--- src/rtl/id_ex_skid_reg.sv ---
// id_ex_skid_reg: two-entry ID/EX skid buffer with flush and bubble insertion.
// Define PIPE_PERF_CNT_EN to add saturating stall_cnt / flush_cnt counters.
module id_ex_skid_reg #(
    parameter int unsigned DATA_W = 160,
    parameter int unsigned CTRL_W = 16,
    parameter int unsigned CNT_W  = 32
) (
    input  logic              clk,
    input  logic              rst,
    input  logic              in_valid,
    output logic              in_ready,
    input  logic [CTRL_W-1:0] in_ctrl,
    input  logic [DATA_W-1:0] in_data,
    input  logic              flush,
    output logic              out_valid,
    input  logic              out_ready,
    output logic [CTRL_W-1:0] out_ctrl,
    output logic [DATA_W-1:0] out_data
`ifdef PIPE_PERF_CNT_EN
    ,
    output logic [CNT_W-1:0]  stall_cnt,
    output logic [CNT_W-1:0]  flush_cnt
`endif
);

    typedef enum logic [1:0] {
        EMPTY = 2'd0,
        ONE   = 2'd1,
        FULL  = 2'd2
    } state_t;

    state_t state;
    state_t stateNext;

    logic              inReadyQ;
    logic [CTRL_W-1:0] mainCtrl;
    logic [DATA_W-1:0] mainData;
    logic [CTRL_W-1:0] skidCtrl;
    logic [DATA_W-1:0] skidData;

    logic inTx;
    logic outTx;
    logic loadMain;
    logic loadSkid;
    logic moveSkid;
    logic clearMain;

    assign out_valid = (state != EMPTY);
    assign in_ready  = inReadyQ;
    assign out_ctrl  = mainCtrl;
    assign out_data  = mainData;

    assign inTx  = in_valid && inReadyQ;
    assign outTx = out_valid && out_ready;

    // in_ready is registered from the next state, so out_ready never
    // reaches it combinationally.
    always_ff @(posedge clk) begin
        if (rst) begin
            state    <= EMPTY;
            inReadyQ <= 1'b1;
        end else begin
            state    <= stateNext;
            inReadyQ <= (stateNext != FULL);
        end
    end

    always_comb begin
        stateNext = state;
        if (flush) begin
            stateNext = EMPTY;
        end else begin
            unique case (1'b1)
                state == EMPTY: begin
                    if (inTx)
                        stateNext = ONE;
                end
                state == ONE: begin
                    if (inTx && !outTx)
                        stateNext = FULL;
                    else if (!inTx && outTx)
                        stateNext = EMPTY;
                end
                state == FULL: begin
                    if (outTx)
                        stateNext = ONE;
                end
                default: stateNext = EMPTY;
            endcase
        end
    end

    always_comb begin
        loadMain  = 1'b0;
        loadSkid  = 1'b0;
        moveSkid  = 1'b0;
        clearMain = 1'b0;
        unique case (1'b1)
            state == EMPTY: begin
                loadMain = inTx;
            end
            state == ONE: begin
                loadMain  = inTx && outTx;
                loadSkid  = inTx && !outTx;
                clearMain = outTx && !inTx;
            end
            state == FULL: begin
                moveSkid = outTx;
            end
            default: ;
        endcase
    end

    // Flush zeroes only control so a killed slot becomes a bubble;
    // data keeps its value to avoid toggling the wide operand bus.
    always_ff @(posedge clk) begin
        if (rst) begin
            mainCtrl <= '0;
            mainData <= '0;
            skidCtrl <= '0;
            skidData <= '0;
        end else if (flush) begin
            mainCtrl <= '0;
            skidCtrl <= '0;
        end else begin
            if (loadMain) begin
                mainCtrl <= in_ctrl;
                mainData <= in_data;
            end else if (moveSkid) begin
                mainCtrl <= skidCtrl;
                mainData <= skidData;
                skidCtrl <= '0;
            end else if (clearMain) begin
                mainCtrl <= '0;
            end
            if (loadSkid) begin
                skidCtrl <= in_ctrl;
                skidData <= in_data;
            end
        end
    end

`ifdef PIPE_PERF_CNT_EN
    logic stallHit;

    assign stallHit = out_valid && !out_ready;

    always_ff @(posedge clk) begin
        if (rst) begin
            stall_cnt <= '0;
            flush_cnt <= '0;
        end else begin
            if (stallHit && (stall_cnt != '1))
                stall_cnt <= stall_cnt + CNT_W'(1);
            if (flush && (flush_cnt != '1))
                flush_cnt <= flush_cnt + CNT_W'(1);
        end
    end
`else
    // Counters compiled out; CNT_W stays for a uniform parameter list.
    if (CNT_W != 0) begin : gNoPerf
    end
`endif

endmodule
--- config.mk ---
export PLATFORM = sky130hd
export DESIGN_NAME = id_ex_skid_reg
export DESIGN_NICKNAME = d
export VERILOG_FILES = /design/src/rtl/id_ex_skid_reg.sv
export SDC_FILE = /design/constraint.sdc
export NUM_CORES = 1
export LEC_CHECK = 0
export ABC_AREA = 1
export BUFFER_PORTS_ARGS = -buffer_cell sky130_fd_sc_hd__buf_2
export CORE_MARGIN = 2
export CORE_UTILIZATION = 55
export CTS_BUF_LIST = sky130_fd_sc_hd__clkbuf_4 sky130_fd_sc_hd__clkbuf_8
export DETAILED_ROUTE_END_ITERATION = 10
export PLACE_DENSITY = 0.83
export SYNTH_ARGS = -nofsm -noshare
export SYNTH_HDL_FRONTEND = slang
export SYNTH_SLANG_ARGS = --single-unit
export TNS_END_PERCENT = 100
--- constraint.sdc ---
create_clock -name clk -period 3.4 [get_ports clk]
set_input_delay 0.51 -clock clk [delete_from_list [all_inputs] [get_ports clk]]
set_output_delay 0.51 -clock clk [all_outputs]
set_load 0.01 [all_outputs]
# After elaboration in Yosys (flattened, before gate mapping)
# Cells that the tools add are included.
# word_totals
reg_bits	355
n_memories	0
latchBits	0
mem_bits_ro	0
ramBits	0
# op_classes
div_mod_pow	0
mux	18
mul	0
n_eq_ne	4
bitwise	1
n_addsub	0
n_reduce_logical	16
shifts	0
order_cmp	0
# op_table
operator	n
2-to-1 mux 160 bit	2
2-to-1 mux 16 bit	6
2-to-1 mux 2 bit	5
case mux 2 bit (3 select lines)	1
AND reduction 2 bit	3
nonzero test 2 bit	3
logical AND 1 bit	5
2-to-1 mux 1 bit	3
nonzero test 3 bit	1
equality test 2 x 1 -> 1 bit, second input constant	1
equality test 2 bit, second input constant	1
logical NOT 1 bit	2
logical NOT 2 bit	1
inequality test 2 x 1 -> 1 bit, second input constant	1
inequality test 2 bit, second input constant	1
case mux 1 bit (2 select lines)	1
OR reduction 2 bit	1
NOT 1 bit	1

# Depth between registers and ports, before layout
# Gate-level depths: netlist (run 1).
# logic_depth
depth_word	8
ltp_mapped	12
ltp_nobuf	9

# Least setup slack after synthesis (run 1)
# OpenSTA, ideal clock, no wires.
# synth_path
kind	input port to flip-flop
from	in in_valid
to	reg skidData[100]
stages	9
t_required_ns	3.287
slack_ns	1.796
arrival_time_ns	1.492
cell_sequence	nand2_1 -> nor2_1 -> nand2_2 -> inv_2 -> nand2_2 -> buf_4 -> buf_2 -> nor2_1 -> nor2_1
# synth_via
elab_chain_len	4
# synth_lines
item	line_no	source
start: declaration	10	input logic in_valid,
logical AND 1 bit	53	assign inTx = in_valid && inReadyQ;
logical AND 1 bit	104	loadSkid = inTx && !outTx;
2-to-1 mux 1 bit	98	unique case (1'b1)
AND reduction 2 bit (no source line)	n/a	
end signal: assignment	138	skidData <= in_data;
end: declaration	39	logic [DATA_W-1:0] skidData;
# No other way between the ends.
# A chain may end at the register's enable or synchronous reset.

# Worst setup path in the final report (run 1)
# layout_path
from	reg state[1]
to	reg skidData[130]
# layout_via
elab_chain_len	6
word_cells_on_any_way	7
# layout_lines
item	line_no	source
start: declaration	32	state_t state;
start signal: assignment	63	state <= stateNext;
nonzero test 2 bit	48	assign out_valid = (state != EMPTY);
logical AND 1 bit	54	assign outTx = out_valid && out_ready;
logical NOT 1 bit	104	
logical AND 1 bit	104	
2-to-1 mux 1 bit (*)	98	
AND reduction 2 bit (no source line) (*)	n/a	
# Mark *: on every way between the ends. The rest lies on a longest branch, timed or not.

==> flow_metrics.py, run 1 <==
metrics = {
    "clock_tree": {
        "path_clk_slew_ns": 0.07,
        "cts-root-buf": "clkbuf_8",
        "h-tree-depth": 2,
        "cts_tree": "built",
        "hold_buffers": 0,
        "clkSinkCount": 355,
        "clkLatencyLatePin_ns": 0.60,
        "post-cts-setup-buffer-count": 0,
        "ctsResizeCount": 0,
        "cts_inserted_buffers": 59,
        "cts_buffer_depth": 3,
    },
    "die": {
        "fp.dieH_um": 181,
        "io_pins": 359,
        "die_w_um": 181,
        "dieArea_mm2": 0.0327,
        "num_rows": 64,
        "start_util": 0.560,
        "core_mm2": 0.0307,
    },
    "final_layout": {
        "fin_nets": 3263,
        "fill_cells": 2646,
        "drive_above_1_share": 0.160,
        "area_delta_synth_final_pct": 18.6,
        "instances_no_fill": 3540,
        "fin_area_mm2": 0.0204,
        "multi_input_area_mm2": 0.00788,
        "regArea_mm2": 0.00711,
    },
    "critical_path": {
        "slowest_delay_ns": 0.38,
        "critPathMaxFanout": 94,
        "cp_data_required_time_ns": 3.91,
        "slowest_stage": "inv_6",
        "reg2reg_from": "state[1]$_SDFF_PP0_",
        "r2r_end": "skidData[130]$_SDFFE_PP0P_",
        "worst_setup_path_end_kind": "flip-flop",
        "cpMostUsedCell": "nand2_1",
        "r2r_cells": 10,
        "cp_cell_sequence": "inv_6, nand2_1, nor2_1, nand2_2, inv_2, nand2_8, buf_12, nand2_1, nand2_1, nor2_1",
        "worstSetupPathType": "flip-flop to flip-flop",
        "arrival_ns": 3.13,
        "crit_path_start_kind": "flip-flop",
        "rrSetupSlack_ns": 0.78,
    },
    "power": {
        "p_leak_nw": 11.7,
        "power_density_mw_per_mm2": 503,
        "vdd_drop_max_v": 0.000504,
    },
    "routing": {
        "dr.pass1.iters": 5,
        "detail-route-antenna-nets": 0,
        "via_per_inst": 4.93,
        "wl_um": 46300,
        "wl_per_cell_um": 13.1,
        "drt_iter0_drc": 1316,
        "vias": 17400,
        "drc": 0,
    },
    "min_path": {
        "worstHoldStart": "in_data[70]",
        "hold_path_depth": 3,
        "min_to": "skidData[70]$_SDFFE_PP0P_",
        "hold_path_class": "input pin to flip-flop",
    },
    "synthesis": {
        "synthesis.area_mm2": 0.0172,
        "synth_seq_area_share": 0.413,
        "syn-num-nets": 3017,
        "synthCells": 2836,
        "synth_cell_types": 17,
        "synth_seq_cells": 355,
        "ys.warnings.count": 0,
        "avgSynthCellArea_um2": 6.06,
    },
    "timing": {
        "setup_viol": 0,
        "min_period_ns": 2.62,
        "post-route-period-util": 0.770,
        "hold_viol": 0,
        "setup-tns-final_ns": 0,
        "grt_setup_unrepaired": "no",
        "fmax_mhz": 382,
        "slew_viol_final": 0,
        "tightest_slew_ns": 1.14,
        "skew_ns": 0.0177,
        "relSlewSlack": 0.239,
    },
    "placement": {
        "place_area_mm2": 0.0189,
        "portBuffers": 358,
        "dp_hpwl_um": 27900,
        "gp_congestion": 0.840,
        "dp_cells": 3417,
    },
    "outcome": {
        "status": "completed",
    },
    "global_route": {
        "grt_antenna_before_repair": 12,
        "grt.total_usage": 0.270,
        "grt_pass1_vias": 15900,
        "grt_pass1_wl_um": 75300,
        "grt_start_max_net_pins": 178,
        "grt.overflow.total": 0,
    },
    "job": {
        "drv_cap": 0,
    },
}
## report_power, final
group / switching, mW / total [mW] / internal (mW)
sequential: 0.108 / 4.46 / 4.35
combinational: 0.810 / 1.27 / 0.463
clock: 1.77 / 4.52 / 2.75
## stage by stage
stage | worst slack (ns) | power [mW] | hold WS (ns) | util
detailed placement | 0.820 | 5.81 | 0.473 | 0.616
finish | 0.781 | 10.3 | 0.152 | 0.665
floorplan | 1.80 | 5.34 | 0.459 | -
global placement | 0.930 | 5.78 | 0.468 | 0.616
CTS | 0.779 | 10.3 | 0.116 | 0.664
global route | 0.487 | 10.7 | 0.121 | 0.664
## layout make-up
| class | count | share of cell area |
|---|---|---|
| well taps | 396 | 0.0243 |
| clock buffers | 92 | 0.0581 |
| repair buffers | 378 | 0.103 |
| clock inverters | 19 | 0.0135 |
| multi-input cells | 1940 | 0.386 |
| diodes | 12 | 0.00147 |
| flip-flops and latches | 355 | 0.349 |
| inverters | 348 | 0.0649 |
## synth_stat cells (all sizes together)
cell	number	area (µm²)
nor2	675	2540
buf	95	576
a21oi	16	80.1
dfxtp	355	7110
nand3	21	110
inv	348	1310
nand2	1033	3880
clkbuf	98	368
o31ai	1	7.51
nand4	194	1210
## state kept, by name, indices dropped and copies added (netlist names)
signal and count:
in_ready 1, out_ctrl 16, out_data 160, skidCtrl 16, skidData 160, state 2
## worst max-delay path, delay by kind of cell (launching register included)
family	cells	cell delay, ns
simple gates	7	1.07
buf+inv	3	1.06
flops	1	0.35
## cells in the final DEF (no fill, tap or decap), types with 3 or more instances in the layout
cell type	Yosys	final
buf_2	70	358
diode_2	0	12
buf_12	0	12
nor2_1	674	674
clkinv_2	0	10
dfxtp_1	355	355
clkbuf_8	0	79
bufinv_16	0	7
nand4_1	194	194
a21oi_1	16	16
nand2_1	1030	1029
clkbuf_4	0	13
nand3_1	20	20
buf_4	1	8
inv_1	342	342
inv_2	6	3
## cells by family (layout without fill, tap and decap cells)
logic type	count (synthesis)	in the layout	share of synthesized area
simple gates	1923	1923	0.451
buf+inv	541	837	0.131
flops	355	355	0.413
compound gates	17	17	0.00510
other cells	0	12	0
## worst max path at each step
stage | from | endpoint | slack (ns) | cells after the start
final | state[1]$_SDFF_PP0_ | skidData[130]$_SDFFE_PP0P_ | 0.78 | 10
after global routing | state[1]$_SDFF_PP0_ | skidData[103]$_SDFFE_PP0P_ | 0.49 | 10
after CTS | state[1]$_SDFF_PP0_ | skidData[135]$_SDFFE_PP0P_ | 0.78 | 10
after detailed placement | state[1]$_SDFF_PP0_ | skidData[137]$_SDFFE_PP0P_ | 0.82 | 10
after global placement | state[1]$_SDFF_PP0_ | skidData[114]$_SDFFE_PP0P_ | 0.93 | 10
after floorplan | in_valid | skidData[100]$_SDFFE_PP0P_ | 1.80 | 9
## per-layer routing
layer | vias to the layer above | wire length (µm) | global-route usage
li1 | 8991 | - | -
met4 | 2 | 2020 | 0.137
met1 | 7714 | 19400 | 0.337
met5 | - | 7 | 0
met2 | 603 | 21700 | 0.444
met3 | 135 | 3170 | 0.0548
(Power assumes the default switching activity.)
==> inputs of run 2 (changes only) <==
--- a/config.mk
+++ b/config.mk
@@ -5,13 +5,13 @@
 export SDC_FILE = /design/constraint.sdc
 export NUM_CORES = 1
 export LEC_CHECK = 0
-export ABC_AREA = 1
+export ABC_AREA = 0
 export BUFFER_PORTS_ARGS = -buffer_cell sky130_fd_sc_hd__buf_2
 export CORE_MARGIN = 2
-export CORE_UTILIZATION = 55
+export CORE_UTILIZATION = 49
 export CTS_BUF_LIST = sky130_fd_sc_hd__clkbuf_4 sky130_fd_sc_hd__clkbuf_8
 export DETAILED_ROUTE_END_ITERATION = 10
-export PLACE_DENSITY = 0.83
+export PLACE_DENSITY = 0.81
 export SYNTH_ARGS = -nofsm -noshare
 export SYNTH_HDL_FRONTEND = slang
 export SYNTH_SLANG_ARGS = --single-unit
==> constraint.sdc (replaced) <==
create_clock -name clk -period 2.2 [get_ports clk]
set_input_delay 0.33 -clock clk [delete_from_list [all_inputs] [get_ports clk]]
set_output_delay 0.33 -clock clk [all_outputs]
set_load 0.01 [all_outputs]
==> flow_metrics.py, run 2 <==
metrics = {
    "synthesis": {
        "synthTopCellsByArea": "dfxtp_1 52%, o221a_2 12%, nand2_1 9.3%",
        "synthArstFlopShare": 0,
        "synthesis.area_mm2": 0.0137,
        "avgSynthCellArea_um2": 8.56,
        "synth_edf_count": 0,
        "yosysTopAreaCellShare": 0.520,
        "synth.most_common_cell": "dfxtp_1",
        "syn-num-nets": 1777,
        "synthCells": 1596,
        "synth_seq_cells": 355,
        "synth_ff_type": "dfxtp_1",
        "netlist.top_cell.by_area": "dfxtp_1",
        "ys.warnings.count": 0,
        "synth_common_cells": "355 x dfxtp_1, 339 x nand2_1, 321 x nor2_1, 193 x a21oi_1, 151 x o221a_2",
        "synth_seq_area_share": 0.520,
        "synth_cell_types": 29,
    },
    "power": {
        "p_leak_nw": 8.09,
        "total_power_mw": 14.5,
        "power_density_mw_per_mm2": 792,
        "vdd_drop_max_v": 0.000487,
    },
    "routing": {
        "wl_um": 42300,
        "drc": 0,
        "via_per_inst": 5.60,
        "dr.pass1.iters": 6,
        "wl_per_cell_um": 17.2,
        "detail-route-antenna-nets": 0,
        "vias": 13800,
        "drt_iter0_drc": 1180,
    },
    "timing": {
        "min_period_ns": 2.30,
        "setup-tns-final_ns": -3.79,
        "hold_viol": 0,
        "postLayoutSetupSlackWorst_ns": -0.0981,
        "slew_viol_final": 0,
        "relSlewSlack": 0.324,
        "post-route-period-util": 1.04,
        "grt_setup_unrepaired": "no",
        "tightest_slew_ns": 1.01,
        "setup_viol": 60,
        "skew_ns": 0.0289,
        "fmax_mhz": 435,
        "holdWs_ns": 0.0324,
    },
    "clock_tree": {
        "cts_buffer_depth": 3,
        "clkLatencyLatePin_ns": 0.58,
        "h-tree-depth": 2,
        "cts_inserted_buffers": 54,
        "post-cts-setup-buffer-count": 0,
        "cts_tree": "built",
        "path_clk_slew_ns": 0.07,
        "clkSinkCount": 355,
        "cts-root-buf": "clkbuf_8",
    },
    "die": {
        "die_w_um": 171,
        "dieArea_mm2": 0.0292,
        "core_mm2": 0.0276,
        "start_util": 0.494,
        "io_pins": 359,
        "num_rows": 61,
        "fp.dieH_um": 171,
    },
    "placement": {
        "portBuffers": 358,
        "gp_congestion": 0.816,
        "dp_slack_ns": -0.128,
        "place_area_mm2": 0.0157,
        "dp_cells": 2221,
        "dp_hpwl_um": 24100,
    },
    "critical_path": {
        "worstSetupPathType": "flip-flop to flip-flop",
        "arrival_ns": 2.74,
        "cp_top_family": "simple AND/OR/NAND/NOR gates",
        "slowest_stage": "o221a_2",
        "slowest_delay_ns": 0.54,
        "worst_setup_path_end_kind": "flip-flop",
        "critPathMaxFanout": 160,
        "worst-path-buf-inv": 1,
        "cp_data_required_time_ns": 2.65,
        "crit_path_start_kind": "flip-flop",
        "cp_cell_sequence": "nor2b_4, or4_4, buf_12, o221a_2",
    },
    "final_layout": {
        "layout_commonest_cell": "buf_2",
        "area_delta_synth_final_pct": 33.8,
        "utilization": 0.661,
        "fin_area_mm2": 0.0183,
        "drive_above_1_share": 0.313,
        "fill_cells": 2022,
        "instances_no_fill": 2459,
        "layout_common_cells": "357 x buf_2, 355 x dfxtp_1, 339 x nand2_1",
        "fin_nets": 2216,
    },
    "job": {
        "drv_cap": 0,
    },
    "global_route": {
        "grt_antenna_before_repair": 1,
        "grt.overflow.total": 0,
        "grt_pass1_vias": 13300,
        "grt.total_usage": 0.275,
        "grt_pass1_wl_um": 66200,
        "grt_start_max_net_pins": 161,
    },
    "outcome": {
        "status": "finished with violations",
        "violations": "negative setup slack",
    },
    "min_path": {
        "hold_path_class": "input pin to flip-flop",
    },
}
## run 2: cell count changes after synthesis, moves of 37 or more
cell / delta
nand2_1: -691
nor2_1: -353
inv_1: -341
nand4_1: -194
a21oi_1: +177
o221a_2: +151
buf_2: -37
## run 2: routing by layer
| layer | GRT usage | share of wire | routed length [µm] | vias up |
|---|---|---|---|---|
| met2 | 0.467 | 0.49 | 20700 | 731 |
| met4 | 0.148 | 0.046 | 1950 | 0 |
| li1 | - | - | - | 6385 |
| met1 | 0.321 | 0.38 | 16300 | 6490 |
| met3 | 0.0659 | 0.081 | 3430 | 162 |
| met5 | 0 | 0 | 0 | - |
## run 2: cell families (layout without fill, tap and decap cells)
group	count (synthesis)	after routing	share of synthesized area
DFF	355	355	0.520
muxes	1	1	0.000733
buffers and inverters	144	628	0.0547
and+or+nand+nor	707	707	0.203
other	0	1	0
AOI/OAI and AO/OA	389	389	0.221
## run 2: what timing repair did
item / CTS / global route
resized for setup: 0 / 2
setup endpoints to repair: 0 / 17
endpoints found under the hold margin: 136 / 0
hold buffers: 136 / 0
## run 2: final cells by class
| class | instances | area (µm²) | area share |
|---|---|---|---|
| Clock inverter | 11 | 105 | 0.00575 |
| Inverter | 1 | 3.75 | 0.000205 |
| Multi-Input combinational cell | 1097 | 5840 | 0.320 |
| Antenna cell | 1 | 2.50 | 0.000137 |
| Timing Repair Buffer | 526 | 3590 | 0.197 |
| Clock buffer | 90 | 1140 | 0.0627 |
| Sequential cell | 355 | 7110 | 0.389 |
| Tap cell | 378 | 473 | 0.0259 |
## run 2: worst paths after layout
check,endpoint,slack (ns),depth (start not counted),from
worst max-delay path,out_data[147]$_SDFFE_PP0P_,-0.1,4,state[0]$_SDFF_PP0_
worst min-delay path,skidData[26]$_SDFFE_PP0P_,0.03,3,in_data[26]
worst max register to register,out_data[147]$_SDFFE_PP0P_,-0.1,4,state[0]$_SDFF_PP0_
worst min register to register,skidData[51]$_SDFFE_PP0P_,0.45,2,skidData[51]$_SDFFE_PP0P_
## run 2: tightest hold or removal path, stage by stage
cell and delay (ns):
buf_2 0.12, nand2_1 0.05, a21oi_1 0.05
## run 2: power by group
group	total [mW]	internal (mW)	switching, mW
registers	6.86	6.68	0.176
logic	1.52	0.736	0.782
clock network	6.09	3.52	2.57
total	14.5	10.9	3.53
